<file path="config.mk">
export PLATFORM = sky130hd
export DESIGN_NAME = ddi_phase_sequencer_flat
export DESIGN_NICKNAME = d
export VERILOG_FILES = /design/src/rtl/ddi_phase_sequencer_if.sv /design/src/rtl/ddi_phase_sequencer.sv /design/src/flat_wrapper.sv
export SDC_FILE = /design/constraint.sdc
export NUM_CORES = 1
export LEC_CHECK = 0
export BUFFER_PORTS_ARGS = -buffer_cell sky130_fd_sc_hd__buf_4
export CORE_MARGIN = 5
export CORE_UTILIZATION = 40
export DETAILED_ROUTE_END_ITERATION = 12
export GPL_TIMING_DRIVEN = 0
export PLACE_DENSITY = 0.73
export RECOVER_POWER = 50
export SLEW_MARGIN = 20
export SYNTH_ARGS = -nofsm -noshare
export SYNTH_HDL_FRONTEND = slang
export SYNTH_SLANG_ARGS = --single-unit
</file>
<file path="constraint.sdc">
create_clock -name clk -period 3.15 [get_ports clk]
set_input_delay 0.63 -clock clk [delete_from_list [all_inputs] [get_ports clk]]
set_output_delay 0.63 -clock clk [all_outputs]
set_load 0.02 [all_outputs]
</file>
<file path="src/rtl/ddi_phase_sequencer_if.sv">
// Signal bundle between the DDI phase sequencer and its timing/request environment.
// master = sequencer side (drives phase state, acks, status); slave = environment side.
interface ddi_phase_sequencer_if;
    logic       timing_done;
    logic       east_sync_req;
    logic       west_sync_req;
    logic       maint_req;
    logic [3:0] current_state;
    logic       east_sync_ack;
    logic       west_sync_ack;
    logic       east_pending;
    logic       west_pending;
    logic       maint_active;

    modport master (
        input  timing_done,
        input  east_sync_req,
        input  west_sync_req,
        input  maint_req,
        output current_state,
        output east_sync_ack,
        output west_sync_ack,
        output east_pending,
        output west_pending,
        output maint_active
    );

    modport slave (
        output timing_done,
        output east_sync_req,
        output west_sync_req,
        output maint_req,
        input  current_state,
        input  east_sync_ack,
        input  west_sync_ack,
        input  east_pending,
        input  west_pending,
        input  maint_active
    );
endinterface

</file>
<file path="src/rtl/ddi_phase_sequencer.sv">
// DDI phase scheduler: normal two-phase cycle, E/W sync platoons, maintenance; optional SYNC_FAIRNESS_EN caps sync runs.
// Latency: state registered one cycle after a qualified timing_done; acks/pendings registered alongside.
// Backpressure: none; requests are latched until served, timing_done is ignored in the blank cycle.
module ddi_phase_sequencer #(
    parameter bit SYNC_RR_INIT = 1'b0,
    parameter int MAX_SYNC_RUN = 2
) (
    input  logic                   clk,
    input  logic                   rst,
    ddi_phase_sequencer_if.master  bus
);

    typedef enum logic [3:0] {
        ALL_RED          = 4'd0,
        PHASE_1_GREEN    = 4'd1,
        PHASE_1_YELLOW   = 4'd2,
        PHASE_2_GREEN    = 4'd3,
        PHASE_2_YELLOW   = 4'd4,
        EASTBOUND_GREEN  = 4'd5,
        EASTBOUND_YELLOW = 4'd6,
        WESTBOUND_GREEN  = 4'd7,
        WESTBOUND_YELLOW = 4'd8,
        MAINTENANCE      = 4'd9
    } state_t;

    state_t state_q, state_d;

    logic blank_q;
    logic rr_ptr_q;
    logic next_p2_q;
    logic east_pend_q, west_pend_q;
    logic east_ack_q, west_ack_q;

    logic done_qual;
    logic grant_east;
    logic sync_ok;
    logic state_chg;
    logic enter_east, enter_west, enter_normal;

    assign done_qual  = bus.timing_done & ~blank_q;
    // Both pending: rr_ptr arbitrates; single pending always wins.
    assign grant_east = east_pend_q & (~west_pend_q | ~rr_ptr_q);

`ifdef SYNC_FAIRNESS_EN
    localparam int RUN_W = (MAX_SYNC_RUN < 1) ? 1 : $clog2(MAX_SYNC_RUN + 1);
    logic [RUN_W-1:0] sync_run_q;

    assign sync_ok = (sync_run_q != RUN_W'(MAX_SYNC_RUN));

    always_ff @(posedge clk) begin
        if (rst) begin
            sync_run_q <= '0;
        end else if (enter_normal) begin
            sync_run_q <= '0;
        end else if ((enter_east | enter_west) && sync_ok) begin
            sync_run_q <= sync_run_q + RUN_W'(1);
        end
    end
`else
    localparam int unused_max_sync_run = MAX_SYNC_RUN;
    assign sync_ok = 1'b1;
`endif

    always_ff @(posedge clk) begin
        if (rst) begin
            state_q <= ALL_RED;
        end else begin
            state_q <= state_d;
        end
    end

    always_comb begin
        state_d = state_q;
        case (state_q)
            ALL_RED: begin
                if (done_qual) begin
                    if (bus.maint_req) begin
                        state_d = MAINTENANCE;
                    end else if ((east_pend_q | west_pend_q) && sync_ok) begin
                        state_d = grant_east ? EASTBOUND_GREEN : WESTBOUND_GREEN;
                    end else begin
                        state_d = next_p2_q ? PHASE_2_GREEN : PHASE_1_GREEN;
                    end
                end
            end
            PHASE_1_GREEN:    if (done_qual) state_d = PHASE_1_YELLOW;
            PHASE_1_YELLOW:   if (done_qual) state_d = ALL_RED;
            PHASE_2_GREEN:    if (done_qual) state_d = PHASE_2_YELLOW;
            PHASE_2_YELLOW:   if (done_qual) state_d = ALL_RED;
            EASTBOUND_GREEN:  if (done_qual) state_d = EASTBOUND_YELLOW;
            EASTBOUND_YELLOW: if (done_qual) state_d = ALL_RED;
            WESTBOUND_GREEN:  if (done_qual) state_d = WESTBOUND_YELLOW;
            WESTBOUND_YELLOW: if (done_qual) state_d = ALL_RED;
            // Maintenance ignores the timer and leaves as soon as the request drops.
            MAINTENANCE:      if (!bus.maint_req) state_d = ALL_RED;
            default:          state_d = ALL_RED;
        endcase
    end

    assign state_chg    = (state_d != state_q);
    assign enter_east   = state_chg && (state_d == EASTBOUND_GREEN);
    assign enter_west   = state_chg && (state_d == WESTBOUND_GREEN);
    assign enter_normal = state_chg && ((state_d == PHASE_1_GREEN) || (state_d == PHASE_2_GREEN));

    always_ff @(posedge clk) begin
        if (rst) begin
            blank_q     <= 1'b1;
            rr_ptr_q    <= SYNC_RR_INIT;
            next_p2_q   <= 1'b0;
            east_pend_q <= 1'b0;
            west_pend_q <= 1'b0;
            east_ack_q  <= 1'b0;
            west_ack_q  <= 1'b0;
        end else begin
            blank_q     <= state_chg;
            east_ack_q  <= enter_east;
            west_ack_q  <= enter_west;
            // A request arriving with the grant re-arms the latch for a later phase.
            east_pend_q <= bus.east_sync_req | (east_pend_q & ~enter_east);
            west_pend_q <= bus.west_sync_req | (west_pend_q & ~enter_west);
            if (enter_east) begin
                rr_ptr_q <= 1'b1;
            end else if (enter_west) begin
                rr_ptr_q <= 1'b0;
            end
            if (enter_normal) begin
                next_p2_q <= ~next_p2_q;
            end
        end
    end

    assign bus.current_state = state_q;
    assign bus.east_sync_ack = east_ack_q;
    assign bus.west_sync_ack = west_ack_q;
    assign bus.east_pending  = east_pend_q;
    assign bus.west_pending  = west_pend_q;
    assign bus.maint_active  = (state_q == MAINTENANCE);

endmodule

</file>
<file path="src/flat_wrapper.sv">
// flat-port wrapper written by rule: the top's interface ports become plain ports
module ddi_phase_sequencer_flat 
#(
    parameter bit SYNC_RR_INIT = 1'b0,
    parameter int MAX_SYNC_RUN = 2
)
  (clk, rst, bus_timing_done, bus_east_sync_req, bus_west_sync_req, bus_maint_req, bus_current_state, bus_east_sync_ack, bus_west_sync_ack, bus_east_pending, bus_west_pending, bus_maint_active);
  ddi_phase_sequencer_if bus_i ();
  input  logic clk;
  input  logic rst;
  input wire logic [$bits(bus_i.timing_done)-1:0] bus_timing_done;
  input wire logic [$bits(bus_i.east_sync_req)-1:0] bus_east_sync_req;
  input wire logic [$bits(bus_i.west_sync_req)-1:0] bus_west_sync_req;
  input wire logic [$bits(bus_i.maint_req)-1:0] bus_maint_req;
  output wire logic [$bits(bus_i.current_state)-1:0] bus_current_state;
  output wire logic [$bits(bus_i.east_sync_ack)-1:0] bus_east_sync_ack;
  output wire logic [$bits(bus_i.west_sync_ack)-1:0] bus_west_sync_ack;
  output wire logic [$bits(bus_i.east_pending)-1:0] bus_east_pending;
  output wire logic [$bits(bus_i.west_pending)-1:0] bus_west_pending;
  output wire logic [$bits(bus_i.maint_active)-1:0] bus_maint_active;
  assign bus_i.timing_done = bus_timing_done;
  assign bus_i.east_sync_req = bus_east_sync_req;
  assign bus_i.west_sync_req = bus_west_sync_req;
  assign bus_i.maint_req = bus_maint_req;
  assign bus_current_state = bus_i.current_state;
  assign bus_east_sync_ack = bus_i.east_sync_ack;
  assign bus_west_sync_ack = bus_i.west_sync_ack;
  assign bus_east_pending = bus_i.east_pending;
  assign bus_west_pending = bus_i.west_pending;
  assign bus_maint_active = bus_i.maint_active;
  ddi_phase_sequencer #(.SYNC_RR_INIT(SYNC_RR_INIT), .MAX_SYNC_RUN(MAX_SYNC_RUN)) u_core (.clk(clk), .rst(rst), .bus(bus_i));
endmodule
</file>
==> impl_metrics.tcl, run 1 <==
set metrics [dict create \
    cp-start-kind "register" \
    grtUsageMet3_pct 3.98 \
    status "finished clean" \
    drc 0 \
    required_ps 2520 \
    syn-instance-count 72 \
    synth_warnings 0 \
    fp.dieH_um 49.1 \
    max_slew_margin_pct 65.7 \
    layout_common_cells "clkbuf_1, dfxtp_1, nor2_1" \
    ant_nets 0 \
    synth.avg_cell_area_um2 8.48 \
    combinationalPowerShare_pct 21.6 \
    dpl.hpwl_um 908 \
    place_area_um2 728 \
    max-cap-violations 0 \
    grt_max_degree 11 \
    ys_seq_area_share_pct 36.1 \
    grt_usage_pct 11.6 \
    finalInstanceArea_um2 716 \
    gp_congestion 0.813 \
    die_x_um 49.1 \
    period_share_pct 61.5 \
    postCtsSetupBuffers 0 \
    ys_types 31 \
    setup_viol 0 \
    grt_antenna_before_repair 0 \
    synth-seq-cells 11 \
    fin_nets 96 \
    cts_tree "done" \
    fin_tns_setup_ps 0 \
    worst_ir_drop_vdd_mv 0.280 \
    cpLargestDelayFamily "buffers and inverters" \
    cts_buffers 3 \
    grt_pass1_wl_um 2210 \
    routed_wl_um 1300 \
    syn_area_um2 611 \
    finClkSkew_ps 1.55 \
    slowest_stage "dfxtp_1" \
    holdCritPathClass "reg2reg" \
    path_buf_inv 2 \
    tightest_slew_ps 515 \
    hold_viol_final 0 \
    clkTransAtPathRegs_ps 70 \
    ios 15 \
    clk_path_buf_depth 2 \
    std_cell_rows 14 \
    synthArstFlopShare_pct 0 \
    cts_num_sinks 11 \
    top_usage_layer "met1" \
    cts_hold_buffers 0 \
    drive_gt1_share_pct 19.1 \
    die_area_mm2 0.00241 \
    max_stage_delay_ps 380 \
    switchingPower_mw 0.0957 \
    vias_per_cell 5.33 \
    switching_share_pct 30.1 \
    finalMaxSlewViolations 0 \
    fmax_mhz 516 \
    htreeDepth 1 \
    numPortBuffers 13 \
    cp-end-kind "output pin" \
    cp_data_arrival_time_ps 1310 \
    clockRootBuffer "clkbuf_4" \
    vias 560 \
    drt_iter0_drc 14 \
    yosys.area.top_type_share_pct 36.1 \
    critPathKind "reg2out" \
    dr.pass1.iters 4 \
    rsz0062_at_grt "no" \
    pwr-share-clk_pct 30.7 \
    cts.repair.resized 0 \
    diodes 0 \
    synthTopCellsByArea "dfxtp_1, nor2_1, nor4_4" \
    clock_latency_ps 270 \
    use_met1_pct 15.5 \
    synth_edf_count 0 \
    coreArea_mm2 0.00147 \
    internal_power_mw 0.222 \
    seqPwrFrac_pct 47.7 \
    syn_to_final_growth_pct 17.2 \
    p_leak_nw 0.275 \
    grtUsageMet2_pct 15.2 \
    cp_max_fo 10 \
    wl_per_cell_um 12.4 \
    gr-total-overflow 0 \
    synth_nets 78 \
    synth_ff_type "dfxtp_1" \
    crit_chain "clkbuf_1, nor3_1, buf_4" \
    timing.final.crit_period_ps 1940 \
    start_util_pct 41.5 \
    grt_pass1_vias 486 \
    synth_top_area_cell "dfxtp_1" \
    p_per_area_mw_per_mm2 445 \
]
-- path summary, 6_finish.rpt --
kind	start	endpoint	slack, ps	cells after the start
worst max-delay path	u_core.bus.current_state[1]$_SDFF_PP0_	bus_maint_active	1210	3
worst min-delay path	u_core.rr_ptr_q$_SDFFE_PP0P_	u_core.rr_ptr_q$_SDFFE_PP0P_	510	2
worst max register to register	u_core.bus.current_state[1]$_SDFF_PP0_	u_core.rr_ptr_q$_SDFFE_PP0P_	1500	5
worst min register to register	u_core.rr_ptr_q$_SDFFE_PP0P_	u_core.rr_ptr_q$_SDFFE_PP0P_	510	2
-- logic make-up after synthesis --
logic type | Yosys count | synth area share, %
xor+xnor | 2 | 2.87
simple gates | 33 | 33.2
flops | 11 | 36.1
compound gates | 16 | 19.7
buf+inv | 9 | 6.35
mux | 1 | 1.84
-- synth_stat cells (2+ instances only) --
library cell,instances
clkbuf_1,2
buf_2,4
nand2b_1,3
nand3_1,2
dfxtp_1,11
nor2b_1,3
nor2_1,9
nand2_1,4
a22oi_1,2
inv_1,3
a21oi_1,4
o21ai_0,2
nor3_1,4
xor2_1,2
-- worst reg2reg max path: cells and delay by family, from the launching register on --
family,cells,cell delay [ps]
buf+inv,1,230
compound gates,2,440
simple gates,2,580
flops,1,340
-- flip-flops by register name (all words and copies together) (netlist names) --
signal / flops
u_core.bus.west_pending: 1
u_core.bus.west_sync_ack: 1
u_core.rr_ptr_q: 1
u_core.next_p2_q: 1
u_core.blank_q: 1
u_core.bus.east_sync_ack: 1
u_core.bus.east_pending: 1
u_core.bus.current_state: 4
-- layout make-up --
class / count / area [um2]
fill: 165 / 756
tap: 16 / 20.0
buffer: 6 / 26.3
timing repair buffer: 13 / 71.3
clock buffer: 4 / 26.3
inverter: 3 / 11.3
multi-input combinational: 52 / 340
sequential: 11 / 220
-- metal layers --
| metal | up-vias | part of all wire [%] |
|---|---|---|
| met5 | - | 0 |
| met4 | 0 | 2.9 |
| met2 | 22 | 40 |
| li1 | 288 | - |
| met1 | 245 | 50 |
| met3 | 5 | 7.2 |
-- power groups by stage --
stage / registers (mW) / clock network (mW) / logic, mW
2_1_floorplan: 0.160 / 0 / 0.0464
3_3_place_gp: 0.155 / 0 / 0.0731
3_5_place_dp: 0.155 / 0 / 0.0735
4_1_cts: 0.152 / 0.101 / 0.0740
5_1_grt: 0.153 / 0.110 / 0.0767
6_report: 0.152 / 0.0977 / 0.0688
-- through the flow --
| step | utilization (%) | hold WS, ps | power (mW) | instances | setup WS, ps |
|---|---|---|---|---|---|
| global placement | 49.5 | 462 | 0.228 | 101 | 1270 |
| CTS | 51.3 | 503 | 0.327 | 105 | 1250 |
| detailed placement | 49.5 | 494 | 0.229 | 101 | 1270 |
| finish | 48.6 | 506 | 0.318 | 105 | 1210 |
| floorplan | - | 451 | 0.207 | 72 | 1310 |
| global route | 48.6 | 544 | 0.340 | 105 | 1090 |
No activity file was read; power rests on OpenSTA's default activity.
==> inputs of run 2 (changes only) <==
- ABC_AREA: default -> 1
- clock period: 3.15 -> 1.7 ns (I/O delays scaled with it)
==> run 2 against run 1 <==
Highest routed layer unchanged. Routed wire length up 56%. Area after synthesis up 23%. Register-to-register slack worse by 1400 ps. Sequential power grew to 2.7 times the previous value. Largest cell class unchanged. Final cell count grew 59%. Clock power increased by 83%.
==> impl_metrics.tcl, run 2 <==
set metrics [dict create \
    clk_path_buf_depth 2 \
    vias_per_cell 5.11 \
    r2r_end "u_core.bus.east_pending$_SDFF_PP0_" \
    path_common_cell "nand2_2" \
    critPathKind "reg2reg" \
    period_share_pct 94.6 \
    synth_edf_count 0 \
    p_per_area_mw_per_mm2 1780 \
    syn_area_um2 753 \
    clockRootBuffer "clkbuf_4" \
    hold_viol_final 0 \
    synthArstFlopShare_pct 0 \
    cp_data_arrival_time_ps 1810 \
    synth-seq-cells 11 \
    drt_iter0_drc 17 \
    dpl.hpwl_um 1450 \
    fin_nets 149 \
    p_leak_nw 0.499 \
    grt_usage_pct 14.9 \
    status "finished clean" \
    syn-instance-count 117 \
    numPortBuffers 13 \
    rsz0062_at_grt "yes" \
    grt_pass1_vias 715 \
    synth_top_area_cell "dfxtp_1" \
    finalMaxSlewViolations 0 \
    max-cap-violations 0 \
    final_core_util_pct 58.5 \
    clock_latency_ps 270 \
    clkTransAtPathRegs_ps 70 \
    grt_max_degree 11 \
    coreArea_mm2 0.00176 \
    place_area_um2 882 \
    setup_viol 0 \
    diodes 0 \
    ant_nets 0 \
    drc 0 \
    wl_per_cell_um 12.2 \
    worst_ir_drop_vdd_mv 0.770 \
    finClkSkew_ps 4.75 \
    drive_gt1_share_pct 44.4 \
    crit_chain "buf_6, inv_6, nor2_4, inv_2, o21ai_2, nand2_2, nand3_2, nand2_1, nor2_2, nand2_2, nand2_2, nand2_2, a21oi_2" \
    synth.avg_cell_area_um2 6.44 \
    cts_buffers 3 \
    cts_num_sinks 11 \
    timing.final.crit_period_ps 1610 \
    layout_common_cells "nand2_1, buf_4, nor2_1" \
    ys_seq_area_share_pct 29.2 \
    start_util_pct 42.7 \
    yosysMostFrequentCell "nand2_1" \
    max_slew_margin_pct 68.1 \
    gr-total-overflow 0 \
    slowest_stage "dfxtp_2" \
    syn_to_final_growth_pct 37.0 \
    dr.pass1.iters 4 \
    die_area_mm2 0.00285 \
    synthTopCellsByArea "dfxtp_1, nand2_1, nand3_1" \
    cts_tree "done" \
    holdCritPathClass "in2reg" \
    synth_ff_type "dfxtp_1" \
    grt_antenna_before_repair 0 \
    ios 15 \
    max_stage_delay_ps 340 \
    whs_endpoint "u_core.bus.west_pending$_SDFF_PP0_" \
    gp_congestion 0.902 \
    die_x_um 53.4 \
    final_common_cell "nand2_1" \
    synth_nets 123 \
    htreeDepth 1 \
    tightest_slew_ps 479 \
    vias 853 \
    synth_warnings 0 \
    grt_pass1_wl_um 3150 \
    whs_path_depth 3 \
    fin_tns_setup_ps 0 \
    largest_register_ffs 4 \
    yosys.area.top_type_share_pct 29.2 \
    finalInstanceArea_mm2 0.00103 \
    cp-end-kind "register" \
    netlist_top_cells_count "nand2_1, nor2_1, dfxtp_1, nand3_1, inv_1" \
    r2r-start "u_core.bus.current_state[0]$_SDFF_PP0_" \
    rrSetupSlack_ps 90 \
    fp.dieH_um 53.4 \
    rr_worst_depth 13 \
    ys_types 22 \
    cp_max_fo 6 \
    total_power_mw 1.84 \
    required_ps 1900 \
    routed_wl_um 2030 \
    min_from "bus_west_sync_req" \
    std_cell_rows 15 \
    cp-start-kind "register" \
    fmax_mhz 622 \
    whs_ps 321 \
]
[run 2: cell count changes after synthesis, moves of 6 or more]
cell / before / now
inv_1: 3 / 9
nand2_2: 0 / 6
nand3_1: 2 / 11
nor2_2: 0 / 6
nand2_1: 4 / 29
[run 2: worst max-delay path by stage]
stage	startpoint	end	slack [ps]
floorplan	u_core.bus.current_state[0]$_SDFF_PP0_	bus_maint_active	130
global placement	bus_timing_done	u_core.next_p2_q$_SDFFE_PP0P_	80
detailed placement	bus_timing_done	u_core.bus.west_pending$_SDFF_PP0_	30
CTS	u_core.bus.current_state[0]$_SDFF_PP0_	u_core.bus.west_pending$_SDFF_PP0_	40
global route	u_core.bus.current_state[0]$_SDFF_PP0_	u_core.bus.east_pending$_SDFF_PP0_	-40
finish	u_core.bus.current_state[0]$_SDFF_PP0_	u_core.bus.east_pending$_SDFF_PP0_	90
[run 2: kinds of logic after synthesis]
group | share of synthesized area [%]
flops | 29.2
buf+inv | 11.8
compound gates | 9.47
simple gates | 49.5
[run 2: metal layers]
layer,GRT usage [%],wire length [um],vias to the layer above
met5,0,0,-
met4,9.36,55,0
met3,3.10,125,7
met2,22.9,1020,39
met1,18.7,833,384
li1,-,-,423
[run 2: area by class of cell]
cell class,count,area (um2)
timing repair buffer,21,145
fill,186,732
buffer,4,37.5
multi-input combinational,89,510
inverter,13,53.8
sequential,11,228
tap,25,31.3
clock buffer,4,26.3
[run 2: stage by stage]
stage / worst slack (ps) / cells
finish: 91.8 / 167
global route: -36.9 / 167
CTS: 35.8 / 159
detailed placement: 28.7 / 155
global placement: 75.3 / 155
floorplan: 127 / 117
[run 2: critical path, delay by kind of cell, from the launching register on]
family                 cells  cell delay (ps)
and+or+nand+nor            8              760
DFF                        1              340
AOI/OAI and AO/OA          2              220
buffers and inverters      3              230
[run 2: power breakdown]
part	switching [mW]	internal [mW]	total [mW]	leakage, nW
logic	0.766	0.490	1.26	0.392
clock network	0.0879	0.0910	0.179	0.0150
registers	0.0715	0.334	0.406	0.0921
total	0.925	0.915	1.84	0.499
[run 2: timing repair]
action,4_1_cts,5_1_grt
resized for setup,0,25
endpoints found under the setup margin,0,7
setup buffers,0,6
hold buffers,0,0
==> inputs of run 3 (changes only) <==
- BUFFER_PORTS_ARGS: -buffer_cell sky130_fd_sc_hd__buf_4 -> default
- CORE_UTILIZATION: 40 -> 37
- DONT_BUFFER_PORTS: default -> 1
- PLACE_DENSITY: 0.73 -> 0.63
==> run 3 against run 2 <==
The run now ends with setup timing left. Sequential power grew 14%. Sequential share of layout area grew 1.2 points. Core utilization shrank 5.9 points. Flip-flop and latch count is the same. Non-clock buffer count shrank 11. Design area shrank 1.1%. Power grew 8.1%. Critical endpoint unchanged.
==> impl_metrics.tcl, run 3 (synthesis results as in run 2) <==
set metrics [dict create \
    cts_hold_buffers 0 \
    critPathLaunch "u_core.bus.east_pending$_SDFF_PP0_" \
    vias 790 \
    fp.dieH_um 55.1 \
    gp_congestion 0.843 \
    diodes 0 \
    rr_worst_depth 11 \
    hold_viol_final 0 \
    std_cell_rows 16 \
    cp_max_fo 4 \
    grt_max_degree 11 \
    endpoint "u_core.bus.east_pending$_SDFF_PP0_" \
    rrSetupSlack_ps -50 \
    gr-total-overflow 0 \
    final_common_cell "nand2_1" \
    syn_to_final_growth_pct 35.5 \
    cts_tree "done" \
    tightest_slew_ps 469 \
    r2r-start "u_core.bus.east_pending$_SDFF_PP0_" \
    start_util_pct 38.8 \
    dp.cells 144 \
    grt_usage_pct 12.9 \
    drive_gt1_share_pct 46.6 \
    die_x_um 55.1 \
    clkTransAtPathRegs_ps 60 \
    cts_buffers 3 \
    place_area_um2 787 \
    cp_data_arrival_time_ps 1880 \
    p_per_area_mw_per_mm2 1950 \
    max-cap-violations 0 \
    r2r_end "u_core.bus.east_pending$_SDFF_PP0_" \
    die_area_mm2 0.00304 \
    dr.pass1.iters 4 \
    routed_wl_um 1950 \
    coreArea_mm2 0.00194 \
    wl_per_cell_um 12.3 \
    final_cells 158 \
    clk_path_buf_depth 2 \
    htreeDepth 1 \
    layout_setup_ws_ps -48.7 \
    vias_per_cell 5.00 \
    status "finished, violations left" \
    ant_nets 0 \
    finalInstanceArea_mm2 0.00102 \
    fmax_mhz 572 \
    grt_pass1_wl_um 2800 \
    cp-end-kind "register" \
    cp-start-kind "register" \
    drc 0 \
    violations "setup timing" \
    grt_pass1_vias 681 \
    p_leak_nw 0.468 \
    rsz0062_at_grt "yes" \
    max_slew_margin_pct 68.7 \
    clock_latency_ps 260 \
    timing.final.crit_period_ps 1750 \
    finClkSkew_ps 3.63 \
    drt_iter0_drc 18 \
    finalMaxSlewViolations 0 \
    required_ps 1830 \
    whs_path_depth 2 \
    period_share_pct 103 \
    whs_ps 204 \
    layout_common_cells "nand2_1, buf_4, inv_1, nand3_1, nor2_1" \
    dpl.hpwl_um 1330 \
    numPortBuffers 0 \
    cts_num_sinks 11 \
    ios 15 \
    critPathKind "reg2reg" \
    holdCritPathClass "in2reg" \
    largest_register_ffs 4 \
    fin_nets 138 \
    worst_ir_drop_vdd_mv 0.959 \
    grt_antenna_before_repair 0 \
    clockRootBuffer "clkbuf_4" \
    setup_viol 4 \
]
[run 3: timing repair]
| item | CTS | global route |
|---|---|---|
| setup buffers | 0 | 10 |
| pin swaps | 0 | 16 |
| setup endpoints to repair | 7 | 7 |
| resized for setup | 8 | 31 |
[run 3: worst max-delay path: stages, from the launching register on]
cell and delay (ps):
dfxtp_2 420, nor2_1 90, o21ai_0 350, nand3_4 150, nand2_4 120, o21ai_0 80
nand2_1 100, inv_2 60, nand2_4 80, nand2_4 60, nand2_2 60, a21oi_2 50
[run 3: power by group]
part	switching, mW	internal (mW)
Clock	0.0794	0.0906
Combinational	0.803	0.554
Sequential	0.121	0.342
[run 3: final cells by class]
class                      instances  area [um2]
fill                             202         921
multi-input combinational         89         549
sequential                        11         238
timing repair buffer              10        75.1
inverter                          13        53.8
buffer                             4        45.0
tap                               27        33.8
clock buffer                       4        26.3
[run 3: worst min path at each step]
stage                                              end                          from  slack [ps]
floorplan                 u_core.rr_ptr_q$_SDFFE_PP0P_  u_core.rr_ptr_q$_SDFFE_PP0P_         440
global placement          u_core.rr_ptr_q$_SDFFE_PP0P_  u_core.rr_ptr_q$_SDFFE_PP0P_         450
detailed placement        u_core.rr_ptr_q$_SDFFE_PP0P_  u_core.rr_ptr_q$_SDFFE_PP0P_         480
CTS                 u_core.bus.east_pending$_SDFF_PP0_             bus_east_sync_req         210
global route        u_core.bus.west_pending$_SDFF_PP0_             bus_west_sync_req         210
finish              u_core.bus.east_pending$_SDFF_PP0_             bus_east_sync_req         200
[run 3: per-layer routing]
| metal | track usage [%] | vias to the layer above | share of wire, % | routed length [um] |
|---|---|---|---|---|
| li1 | - | 402 | - | - |
| met1 | 15.5 | 361 | 43 | 830 |
| met2 | 21.1 | 25 | 50 | 978 |
| met3 | 2.68 | 2 | 6.5 | 127 |
| met4 | 7.29 | 0 | 0.62 | 12 |
| met5 | 0 | - | 0 | 0 |
[run 3: through the flow]
| stage | utilization, % | setup slack, ps | TNS, ps | power (mW) |
|---|---|---|---|---|
| final | 52.6 | -48.7 | -122 | 1.99 |
| after global routing | 52.6 | -146 | -669 | 2.13 |
| after detailed placement | 40.5 | -95.0 | -285 | 1.37 |
| after CTS | 43.1 | -20.1 | -24.8 | 1.59 |
| after floorplan | - | 127 | 0 | 1.20 |
| after global placement | 40.5 | -42.0 | -112 | 1.35 |
